File: config.mk
export PLATFORM = sky130hd
export DESIGN_NAME = rename_map_unit
export DESIGN_NICKNAME = d
export VERILOG_FILES = /design/src/rtl/rename_pkg.sv /design/src/rtl/rename_free_list.sv /design/src/rtl/rename_map_unit.sv
export SDC_FILE = /design/constraint.sdc
export NUM_CORES = 1
export LEC_CHECK = 0
export BUFFER_PORTS_ARGS = -buffer_cell sky130_fd_sc_hd__buf_2
export CAP_MARGIN = 15
export CORE_MARGIN = 4
export CORE_UTILIZATION = 31
export DETAILED_ROUTE_END_ITERATION = 12
export GPL_ROUTABILITY_DRIVEN = 0
export MAX_ROUTING_LAYER = met4
export PLACE_DENSITY_LB_ADDON = 0.2
export SYNTH_ARGS = -nofsm -noshare
export SYNTH_HDL_FRONTEND = slang
export SYNTH_SLANG_ARGS = --single-unit
File: constraint.sdc
create_clock -name clk -period 3.3 [get_ports clk]
set_clock_uncertainty 0.15 [all_clocks]
set_input_delay 0.495 -clock clk [delete_from_list [all_inputs] [get_ports clk]]
set_output_delay 0.495 -clock clk [all_outputs]
set_load 0.01 [all_outputs]
File: src/rtl/rename_pkg.sv
// Shared definitions for the rename stage: default sizes, free-list depth,
// register index typedefs and a pointer-width helper.
package rename_pkg;

    localparam int ARCH_REGS_DEF = 32;
    localparam int PHYS_REGS_DEF = 64;
    localparam int FL_DEPTH_DEF  = PHYS_REGS_DEF - ARCH_REGS_DEF;

    typedef logic [$clog2(ARCH_REGS_DEF)-1:0] areg_t;
    typedef logic [$clog2(PHYS_REGS_DEF)-1:0] preg_t;

    // Pointer width for a circular buffer; a depth of one still needs one bit.
    function automatic int ptr_width(input int depth);
        return (depth > 1) ? $clog2(depth) : 1;
    endfunction

endpackage

File: src/rtl/rename_free_list.sv
// Circular free list of physical registers. Pops from head on allocation,
// pushes at tail on retire. Optional feature macro: RENAME_FLUSH_EN adds a
// committed head pointer and a restore input that rewinds head to it.
module rename_free_list
    import rename_pkg::*;
#(
    parameter int DEPTH = FL_DEPTH_DEF,
    parameter int PW    = $clog2(PHYS_REGS_DEF),
    parameter int BASE  = ARCH_REGS_DEF,
    localparam int PTRW = ptr_width(DEPTH),
    localparam int CW   = $clog2(DEPTH + 1)
) (
    input  logic          clk,
    input  logic          rst,
    input  logic          pop,
    input  logic          push,
    input  logic [PW-1:0] push_data,
    output logic [PW-1:0] head_data,
    output logic [CW-1:0] count
`ifdef RENAME_FLUSH_EN
    ,
    input  logic          commit,
    input  logic          restore
`endif
);

    logic [PW-1:0]   mem [DEPTH];
    logic [PTRW-1:0] head;
    logic [PTRW-1:0] tail;
    logic [CW-1:0]   count_n;
    logic            restore_i;
    logic [PTRW-1:0] restore_head;
    logic [CW-1:0]   restore_cnt;

    function automatic logic [PTRW-1:0] ptr_inc(input logic [PTRW-1:0] p);
        return (p == PTRW'(DEPTH - 1)) ? '0 : p + 1'b1;
    endfunction

    assign head_data = mem[head];

    // Occupancy: a simultaneous pop and push leaves the count unchanged.
    always_comb begin
        count_n = count;
        case ({push, pop})
            2'b10:   count_n = count + 1'b1;
            2'b01:   count_n = count - 1'b1;
            default: count_n = count;
        endcase
    end

`ifdef RENAME_FLUSH_EN
    logic [PTRW-1:0] chead;
    logic [PTRW-1:0] chead_n;
    logic [PTRW-1:0] tail_n;
    int              diff;

    // Restore target includes this cycle's commit and retire. The committed
    // state always frees exactly DEPTH registers, so tail==chead means full.
    always_comb begin
        chead_n      = commit ? ptr_inc(chead) : chead;
        tail_n       = push ? ptr_inc(tail) : tail;
        diff         = (tail_n >= chead_n) ? int'(tail_n) - int'(chead_n)
                                           : int'(tail_n) + DEPTH - int'(chead_n);
        restore_i    = restore;
        restore_head = chead_n;
        restore_cnt  = (diff == 0) ? CW'(DEPTH) : CW'(diff);
    end

    // Committed head advances once per committed destination.
    always_ff @(posedge clk) begin
        if (rst) chead <= '0;
        else     chead <= chead_n;
    end
`else
    // Without flush recovery there is nothing to restore.
    always_comb begin
        restore_i    = 1'b0;
        restore_head = '0;
        restore_cnt  = '0;
    end
`endif

    // Storage and pointers: reset loads the non-architectural registers in order.
    always_ff @(posedge clk) begin
        if (rst) begin
            for (int i = 0; i < DEPTH; i++) mem[i] <= PW'(BASE + i);
            head  <= '0;
            tail  <= '0;
            count <= CW'(DEPTH);
        end else begin
            if (push) begin
                mem[tail] <= push_data;
                tail      <= ptr_inc(tail);
            end
            if (restore_i) begin
                head  <= restore_head;
                count <= restore_cnt;
            end else begin
                if (pop) head <= ptr_inc(head);
                count <= count_n;
            end
        end
    end

    // Returning a register to an already full list means a double free upstream.
    assert property (@(posedge clk) disable iff (rst) !(push && (count == CW'(DEPTH))));

endmodule

File: src/rtl/rename_map_unit.sv
// Register-rename stage: speculative RAT plus circular free list, one
// instruction per cycle, registered output with valid/ready.
// Optional feature macro: RENAME_FLUSH_EN adds a committed RAT and flush
// recovery (ports flush, ret_areg, ret_new_p).
module rename_map_unit
    import rename_pkg::*;
#(
    parameter int ARCH_REGS = ARCH_REGS_DEF,
    parameter int PHYS_REGS = PHYS_REGS_DEF,
    localparam int AW = $clog2(ARCH_REGS),
    localparam int PW = $clog2(PHYS_REGS)
) (
    input  logic          clk,
    input  logic          rst,
    input  logic          in_valid,
    output logic          in_ready,
    input  logic [AW-1:0] sr1,
    input  logic [AW-1:0] sr2,
    input  logic [AW-1:0] dr,
    input  logic          writes_dr,
    output logic          out_valid,
    input  logic          out_ready,
    output logic [PW-1:0] sr1_p,
    output logic [PW-1:0] sr2_p,
    output logic [PW-1:0] dr_p,
    output logic [PW-1:0] old_dr_p,
    output logic          has_dr,
    input  logic          ret_valid,
    input  logic          ret_has_dr,
    input  logic [PW-1:0] ret_old_p
`ifdef RENAME_FLUSH_EN
    ,
    input  logic [AW-1:0] ret_areg,
    input  logic [PW-1:0] ret_new_p,
    input  logic          flush
`endif
);

    localparam int DEPTH = PHYS_REGS - ARCH_REGS;
    localparam int CW    = $clog2(DEPTH + 1);

    logic [PW-1:0] rat [ARCH_REGS];
    logic          alloc;
    logic          accept;
    logic          fl_pop;
    logic          fl_push;
    logic          flush_i;
    logic [PW-1:0] fl_head;
    logic [CW-1:0] fl_count;

`ifdef RENAME_FLUSH_EN
    logic [PW-1:0] crat [ARCH_REGS];
    logic          commit;

    assign commit  = ret_valid && ret_has_dr;
    assign flush_i = flush;
`else
    assign flush_i = 1'b0;
`endif

    // Stall on an empty list even for non-allocating instructions; frees
    // arriving this cycle are not bypassed.
    assign in_ready = (!out_valid || out_ready) && (fl_count != '0) && !flush_i;
    assign accept   = in_valid && in_ready;
    assign alloc    = writes_dr && (dr != '0);
    assign fl_pop   = accept && alloc;
    assign fl_push  = ret_valid && ret_has_dr && (ret_old_p != '0);

    rename_free_list #(
        .DEPTH (DEPTH),
        .PW    (PW),
        .BASE  (ARCH_REGS)
    ) u_free_list (
        .clk       (clk),
        .rst       (rst),
        .pop       (fl_pop),
        .push      (fl_push),
        .push_data (ret_old_p),
        .head_data (fl_head),
        .count     (fl_count)
`ifdef RENAME_FLUSH_EN
        ,
        .commit    (commit),
        .restore   (flush)
`endif
    );

`ifdef RENAME_FLUSH_EN
    // Committed map follows the ROB's retired destinations.
    always_ff @(posedge clk) begin
        if (rst) begin
            for (int i = 0; i < ARCH_REGS; i++) crat[i] <= PW'(i);
        end else if (commit) begin
            crat[ret_areg] <= ret_new_p;
        end
    end
`endif

    // Speculative map: identity at reset, rewound on flush, else updated on allocation.
    always_ff @(posedge clk) begin
        if (rst) begin
            for (int i = 0; i < ARCH_REGS; i++) rat[i] <= PW'(i);
        end else if (flush_i) begin
`ifdef RENAME_FLUSH_EN
            for (int i = 0; i < ARCH_REGS; i++) rat[i] <= crat[i];
            if (commit) rat[ret_areg] <= ret_new_p;
`endif
        end else if (fl_pop) begin
            rat[dr] <= fl_head;
        end
    end

    // Output register: sources read the map before this instruction's own update.
    always_ff @(posedge clk) begin
        if (rst) begin
            out_valid <= 1'b0;
            sr1_p     <= '0;
            sr2_p     <= '0;
            dr_p      <= '0;
            old_dr_p  <= '0;
            has_dr    <= 1'b0;
        end else if (flush_i) begin
            out_valid <= 1'b0;
        end else if (accept) begin
            out_valid <= 1'b1;
            sr1_p     <= rat[sr1];
            sr2_p     <= rat[sr2];
            if (alloc) begin
                dr_p     <= fl_head;
                old_dr_p <= rat[dr];
                has_dr   <= 1'b1;
            end else begin
                dr_p     <= rat[dr];
                old_dr_p <= '0;
                has_dr   <= 1'b0;
            end
        end else if (out_ready) begin
            out_valid <= 1'b0;
        end
    end

endmodule

**Yosys cells after proc, flatten, opt, wreduce, memory -nomap -nowiden**

Memory sizes are Yosys's and may differ from the RTL's. A register that Yosys moved wholly into a read port is not among the register bits.
Cells that the tools add are included.

- Add/subtract/negate cells: 4
- $mul: 0
- Divide/modulo/power cells: 0
- $lt $le $gt $ge: 0
- Equal/unequal tests: 4
- Shift operators: 0
- Mux-type cells: 24
- Bitwise operators: 0
- Reductions and logical operators: 15

Operator list:

| kind | count |
|---|---|
| $mux 5 | 6 |
| $mux 6 | 4 |
| $mux 1 | 13 |
| $pmux 6 s2 | 1 |
| $reduce_bool 6->1 | 2 |
| $reduce_or 6->1 | 2 |
| $add 5x1->5 const B | 2 |
| $eq 5x5->1 const B | 2 |
| $add 6x1->6 const B | 1 |
| $logic_and 1x1->1 | 6 |
| $sub 6x1->6 const B | 1 |
| $reduce_bool 5->1 | 1 |
| $reduce_bool 2->1 | 2 |
| $eq 2x1->1 const B | 1 |
| $eq 2x2->1 const B | 1 |
| $logic_not 1->1 | 1 |
| $logic_or 1x1->1 | 1 |

- Flip-flop bits (word level): 30
- Bits in latches: 0
- RAM bits: 384
- Bits in read-only memories: 0
- Bits of input ports: 28
- Output and inout bits: 27
- Word-level logic and storage cells: 56
- Memories kept: 2

Memories:

| name | words | width | rd ports | clocked after memory_dff | wr ports | line | source |
|---|---|---|---|---|---|---|---|
| rat | 32 | 6 | 3 | 2 | 32 | rename_map_unit.sv:42 | `logic [PW-1:0] rat [ARCH_REGS];` |
| u_free_list.mem | 32 | 6 | 1 | 1 | 32 | rename_free_list.sv:27 | `logic [PW-1:0] mem [DEPTH];` |

**Logic depth before layout (Yosys ltp)**

Gate-level depths: netlist (run 1).

- Word-level depth: 10
- Mapped depth: 14
- Depth with buffers taken out: 13

**By module**

A second synthesis (run 1) with hierarchy kept.

- Cells, all modules: 1,788
- Area total of the unflattened synthesis: 23,485.0 um^2

Modules (own cells, without submodules):

| module | times used | cells an instance | area an instance (um^2) | sequential area each (um^2) |
|---|---|---|---|---|
| rename_map_unit | 1 | 995 | 13,389.1 | 6,286.0 |
| rename_free_list | 1 | 793 | 10,095.9 | 6,185.9 |

**Least setup slack after synthesis (run 1)**

No wires, ideal clock.

- Kind: input-to-reg
- Start point: input ret_old_p[1]
- End point: register u_free_list.count[5]
- Library setup time: 128 ps
- Arrival time: 2,829 ps
- Data required time: 3,022 ps
- Slack: 192 ps
- Stages: 11
- Path buffers: 0
- Cell sequence: or4_1 -> o31a_1 -> nand2_1 -> ha_1 -> ha_1 -> a21o_1 -> a21oi_1 -> nand4b_1 -> nand4_1 -> xnor2_1 -> nand2_1

- Longest elaborated chain between the ends: 4
- Elaborated cells on any way between the ends: 6
- Those cells by class: 2 x eq/ne; 1 x mux; 3 x reduce/logical

Ends and longest elaborated chain:

| element | line | source |
|---|---|---|
| from (decl) | rename_map_unit.sv:30 | `input logic [PW-1:0] ret_old_p` |
| $reduce_bool 6->1 (*) | rename_map_unit.sv:67 | `assign fl_push = ret_valid && ret_has_dr && (ret_old_p != '0);` |
| $logic_and 1x1->1 (*) | rename_map_unit.sv:67 |  |
| $eq 2x1->1 or $eq 2x2->1 (tied branches) | rename_free_list.sv:44 | `case ({push, pop})` |
| $pmux 6 s2 or $reduce_bool 2->1 (tied branches) | - |  |
| to (signal assigned) | rename_free_list.sv:89 | `count <= CW'(DEPTH);` |
| to (signal assigned) | rename_free_list.sv:97 | `count <= restore_cnt;` |
| to (signal assigned) | rename_free_list.sv:100 | `count <= count_n;` |
| to (decl) | rename_free_list.sv:19 | `output logic [CW-1:0] count` |

Every way passes the cells marked *; elsewhere a longest branch is shown, timed or not.
A chain may end at the register's enable or synchronous reset.

==> results.json, run 1 <==
{
  "outcome": "completed",
  "drtIter0Drc": 1961,
  "die_w_um": 279,
  "drt-pass1-iter-count": 5,
  "nets": 2003,
  "worst_pin_slew_ps": 1010,
  "clock-sinks": 431,
  "cts_made_buffers": 49,
  "drive_above_1_share_pct": 17.3,
  "clk_pin_slew_ps": 60,
  "grt_max_degree": 62,
  "fin_ws_ps": 265,
  "critical_path.max_fanout": 34,
  "final_util_pct": 36.0,
  "core.rowCount": 99,
  "synth-async-reset-ratio_pct": 0,
  "num_antenna_cells": 0,
  "synthToLayoutAreaGrowth_pct": 15.1,
  "netlist_instances": 1910,
  "crit_type": "reg2reg",
  "maxSlewHeadroom_pct": 32.2,
  "hold_violations": 0,
  "synth-seq-cells": 431,
  "die_h_um": 279,
  "dp_hpwl_mm": 55.0,
  "drv_slew": 0,
  "viasPerCell": 5.66,
  "synth-edff-count": 384,
  "final.fill_count": 7131,
  "clockBufferDepth": 3,
  "rsz0062_at_grt": "no",
  "multi_input_area_um2": 9590,
  "drc": 0,
  "start_util_pct": 31.3,
  "peakVddDrop_v": 0.000376,
  "htreeDepth": 2,
  "hold_ws_ps": 49.5,
  "dpl_worst_slack_ps": -31.7,
  "die-area_um2": 78100,
  "power_frac_comb_pct": 10.6,
  "drtAntennaViolNets": 0,
  "setup.worst_path.end_class": "flop",
  "seq_area_frac_synth_pct": 54.6,
  "timing.final.crit_share_pct": 92.0,
  "grt_pass1_wl_mm": 114,
  "syn_area_um2": 22800,
  "fin_crit_ps": 3030,
  "ioPinCount": 55,
  "cts-root-buf": "clkbuf_16",
  "clk_latency_ps": 620,
  "grt_usage_pct": 20.0,
  "finalWirelength_mm": 77.4,
  "overflow": 0,
  "regArea_um2": 12500,
  "swShare_pct": 25.5,
  "crit_arrival_ps": 3370,
  "leakage_uw": 0.00843,
  "ys_types": 65,
  "fp.coreArea_um2": 73000,
  "grt_pass1_vias": 16300,
  "seq_power_share_pct": 46.1,
  "fmax_mhz": 330,
  "p_per_area_nw_per_um2": 511,
  "ys.flop_type": "edfxtp_1",
  "avgSynthCellArea_um2": 12.0,
  "p_switching_uw": 3420,
  "clkPwrFrac_pct": 43.4,
  "antenna_found_initial": 1,
  "cts_tree": "yes",
  "yosys_warnings": 0,
  "setup_violations": 0,
  "required_ps": 3640,
  "p_int_uw": 10000,
  "vias": 16700,
  "min_path_type": "in2reg",
  "max_cap_viol_count": 0,
  "worst_setup_path_start_kind": "flop",
  "routedWlPerCell_um": 26.2,
  "io_buffer_count": 54
}
-- metal layers --
metal  up-vias  GRT usage, %  part of all wire (%)  wire [um]
met5         -             -                     0          0
met4         0          5.16                   2.8       2130
met1      8550          27.6                    44      33800
met2       719          31.1                    46      35900
li1       7347             -                     -          -
met3       132          3.08                   7.2       5550
-- critical path, cell delays in order (launching register included) --
cell,delay [ps]
dfxtp_2,340
buf_12,230
mux4_2,570
a22o_1,250
a221oi_1,480
and3_1,290
buf_12,240
nor2_1,60
a221o_1,260
-- cells in the mapped netlist (all sizes together), types with 13 or more instances --
cell type / n / area, um^2
nand3: 42 / 210
nand2: 229 / 865
a221oi: 17 / 155
buf: 87 / 478
nand2b: 15 / 93.8
nor3: 65 / 335
inv: 16 / 60.1
a21oi: 38 / 190
mux4: 95 / 2140
edfxtp: 384 / 11500
mux2i: 198 / 1980
or3: 65 / 407
and2: 43 / 269
nor4: 13 / 87.6
nor2: 190 / 716
dfxtp: 47 / 941
o21ai: 59 / 295
a22oi: 23 / 173
nor2b: 22 / 138
clkbuf: 75 / 282
o22ai: 50 / 313
-- final timing paths --
kind | start | end | slack, ps | cells past startpoint
worst max-delay path | flop | dr_p[3] | 270 | 8
worst min-delay path | ret_valid | u_free_list.tail[1] | 50 | 3
worst max register to register | flop | dr_p[3] | 270 | 8
worst min register to register | has_dr | has_dr | 300 | 2
-- area by class of cell --
cell class	instances	share of cell area, %
tap	959	4.56
clock buffer	57	4.78
inverter	18	0.257
clock inverter	32	1.66
timing repair buffer	158	4.81
multi-input combinational	1304	36.5
sequential	431	47.5
-- logic make-up after synthesis --
family | count (synthesis) | synth area share [%]
AND/OR/NAND/NOR | 727 | 15.0
XOR/XNOR | 5 | 0.192
buffers and inverters | 180 | 3.62
flip-flops | 431 | 54.6
AO/OA/AOI/OAI | 249 | 7.28
other | 1 | 0.0164
multiplexers | 304 | 18.6
adder cells (fa/ha/maj) | 13 | 0.745
-- registers in the layout, indices dropped and copies added, names as in the netlist, named ones only --
| name | flops |
|---|---|
| dr_p | 6 |
| has_dr | 1 |
| old_dr_p | 6 |
| out_valid | 1 |
| rat | 192 |
| sr1_p | 6 |
| sr2_p | 6 |
| u_free_list.count | 6 |
| u_free_list.head | 5 |
| u_free_list.mem | 192 |
| u_free_list.tail | 5 |
-- through the flow --
stage	cell area [um^2]	std cells	setup TNS [ps]	total power (uW)
final	26300	2959	0	13400
after global routing	26300	2959	0	13800
after CTS	26300	2959	0	13500
after detailed placement	24600	2869	-31.7	7690
after global placement	24600	2869	0	7680
after floorplan	22900	1915	0	7090
-- cells in the final DEF, fill, tap and decap left out, types with 9 or more instances in the layout --
cell / netlist / routed
a211oi_1: 12 / 11
a21oi_1: 38 / 38
a221o_1: 10 / 10
a221oi_1: 16 / 16
a22o_1: 12 / 12
a22oi_1: 23 / 23
and2_1: 43 / 43
and3_1: 12 / 12
buf_12: 1 / 16
buf_2: 54 / 51
buf_4: 16 / 89
bufinv_16: 0 / 9
clkbuf_16: 0 / 49
clkinv_1: 2 / 18
dfxtp_1: 47 / 45
edfxtp_1: 384 / 384
ha_1: 12 / 12
inv_1: 16 / 15
mux2_2: 11 / 11
mux2i_1: 198 / 197
mux4_2: 95 / 95
nand2_1: 227 / 227
nand2b_1: 15 / 15
nand3_1: 42 / 42
nand4_1: 9 / 9
nor2_1: 189 / 188
nor2b_1: 22 / 22
nor3_1: 63 / 63
nor4_1: 12 / 12
o21ai_0: 59 / 59
o22ai_1: 50 / 50
or3_1: 65 / 65
-- power groups by stage --
stage          registers (uW)  clock network (uW)  logic [uW]
2_1_floorplan            6240                   0         844
3_3_place_gp             6300                   0        1390
3_5_place_dp             6300                   0        1400
4_1_cts                  6180                5920        1400
5_1_grt                  6200                6150        1500
6_report                 6190                5820        1420
-- timing repair --
item | 4_1_cts | 5_1_grt
endpoints found under the hold margin | 1 | 0
resized for setup | 0 | 1
endpoints found under the setup margin | 0 | 1
hold buffers | 1 | 0
setup buffers | 0 | 0
No activity file was read; power rests on OpenSTA's default activity.
==> inputs of run 2 (changes only) <==
CELL_PAD_IN_SITES_DETAIL_PLACEMENT = 0   (was not set)
CELL_PAD_IN_SITES_GLOBAL_PLACEMENT = 2   (was not set)
==> run 2 against run 1 <==
Power down 2.2%. Sequential share of layout area down 0.17 points. Combinational power about the same. Register-to-register slack worse by 60 ps. Sequential power about the same. Design area up 0.35%. First-iteration DRC count down 21%. Sequential cell count unchanged. Fmax down 2.0%. Global-route usage up 0.75 points. Critical path type unchanged. Largest cell class unchanged. Highest routed layer unchanged.
==> results.json, run 2 (synthesis gave the netlist of run 1 again) <==
{
  "outcome": "completed",
  "synthToLayoutAreaGrowth_pct": 15.5,
  "rsz0062_at_grt": "no",
  "min_path_type": "in2reg",
  "timing.final.crit_share_pct": 93.9,
  "final.fill_count": 7086,
  "final_common_cell": "edfxtp_1",
  "crit_top_cell": "buf_4",
  "r2r_cells": 8,
  "setup.worst_path.end_class": "flop",
  "clk_latency_ps": 620,
  "antenna_found_initial": 3,
  "start_util_pct": 31.3,
  "rr_endpoint": "rat[2][2]",
  "maxSlewHeadroom_pct": 31.7,
  "peakVddDrop_v": 0.000341,
  "hold_end": "u_free_list.tail[4]",
  "slowest_delay_ps": 550,
  "die_w_um": 279,
  "die-area_um2": 78100,
  "fp.coreArea_um2": 73000,
  "dp_hpwl_mm": 58.1,
  "drtIter0Drc": 1555,
  "drv_slew": 0,
  "r2r_slack_ps": 200,
  "critPathTopFamily": "simple AND/OR/NAND/NOR gates",
  "core.rowCount": 99,
  "max_cap_viol_count": 0,
  "final_util_pct": 36.2,
  "clock-sinks": 431,
  "drc": 0,
  "cts-root-buf": "clkbuf_16",
  "fin_crit_ps": 3100,
  "worst_pin_slew_ps": 1010,
  "cts_made_buffers": 50,
  "io_buffer_count": 54,
  "crit_buf_inv": 2,
  "critical_path.max_fanout": 12,
  "clockBufferDepth": 3,
  "setup_violations": 0,
  "routedWlPerCell_um": 26.8,
  "required_ps": 3420,
  "crit_arrival_ps": 3220,
  "stdcell_count": 2979,
  "tns_ps": 0,
  "overflow": 0,
  "drive_above_1_share_pct": 18.4,
  "critPathLaunch": "u_free_list.count[0]",
  "drtAntennaViolNets": 0,
  "ioPinCount": 55,
  "worstHoldStart": "ret_valid",
  "fmax_mhz": 323,
  "die_h_um": 279,
  "dp_cells": 2885,
  "cts_hold_buf": 0,
  "worstReg2RegStart": "u_free_list.count[0]",
  "worst_setup_path_start_kind": "flop",
  "grt_max_degree": 62,
  "grt_pass1_vias": 16300,
  "hold_violations": 0,
  "dpl_worst_slack_ps": 108,
  "fin_ws_ps": 203,
  "cts_tree": "yes",
  "p_per_area_nw_per_um2": 497,
  "regArea_um2": 12500,
  "clk_pin_slew_ps": 60,
  "drt-pass1-iter-count": 7,
  "viasPerCell": 5.51,
  "slowest_stage": "a2111oi_4",
  "reg.largest.list": "rat (192), u_free_list.mem (192)",
  "htreeDepth": 2,
  "grt_usage_pct": 20.8,
  "hold_path_depth": 3,
  "finalWirelength_mm": 80.0,
  "grt_pass1_wl_mm": 117,
  "vias": 16400,
  "final_cell_mix": "384 x edfxtp_1, 227 x nand2_1, 197 x mux2i_1, 187 x nor2_1, 101 x buf_4",
  "multi_input_area_um2": 9590,
  "crit_type": "reg2reg",
  "leakage_uw": 0.00852,
  "nets": 2020,
  "cts_setup_buffers": 0,
  "crit_chain": "nor4_2 -> buf_4 -> a2111oi_4 -> nand2_2 -> nor3_2 -> buf_4 -> nand3_1 -> nand2_1"
}
==> run 2: worst max-delay path by stage <==
stage / to / slack, ps / cells after the start
after floorplan: u_free_list.count[5] / 190 / 11
after global placement: u_free_list.count[4] / 70 / 14
after detailed placement: u_free_list.count[5] / 110 / 12
after CTS: rat[2][4] / 180 / 8
after global routing: u_free_list.count[5] / 9 / 13
final: rat[2][2] / 200 / 8
==> run 2: cell type report <==
| type | instances | area share (%) |
|---|---|---|
| sequential | 431 | 47.3 |
| multi-input combinational | 1304 | 36.3 |
| clock buffer | 73 | 5.53 |
| timing repair buffer | 174 | 5.43 |
| tap | 959 | 4.55 |
| clock inverter | 19 | 0.598 |
| inverter | 18 | 0.256 |
| antenna | 1 | 0.00948 |
==> run 2: worst reg2reg max path: cells and delay by family (launching register included) <==
family | cells | cell delay (ps)
AO/OA/AOI/OAI | 1 | 550
flip-flops | 1 | 420
buffers and inverters | 2 | 440
AND/OR/NAND/NOR | 5 | 1220
==> run 2: layer usage <==
metal / wire length (um) / vias up / track usage, %
met5: 0 / - / -
met4: 1550 / 0 / 4.01
met3: 4530 / 96 / 2.57
met2: 38700 / 582 / 34.0
met1: 35200 / 8379 / 28.2
li1: - / 7370 / -
==> run 2: where the power goes <==
| group | total [uW] | leakage [uW] | internal (uW) | switching [uW] |
|---|---|---|---|---|
| Sequential | 6190 | 0.00368 | 6060 | 126 |
| Clock | 5490 | 0.000799 | 3160 | 2330 |
| Combinational | 1440 | 0.00404 | 521 | 922 |
| Total | 13100 | 0.00852 | 9740 | 3380 |
==> run 2: what timing repair did <==
action | 4_1_cts | 5_1_grt
endpoints found under the setup margin | 0 | 1
hold endpoints to repair | 0 | 0
resized for setup | 0 | 1
==> run 2: stage by stage <==
stage	power [uW]	instance area (um^2)	hold slack (ps)
after floorplan	7090	22900	305
after CTS	13300	26400	46.8
after detailed placement	7750	24800	300
after global placement	7740	24800	289
final	13100	26400	77.6
after global routing	13600	26400	56.7
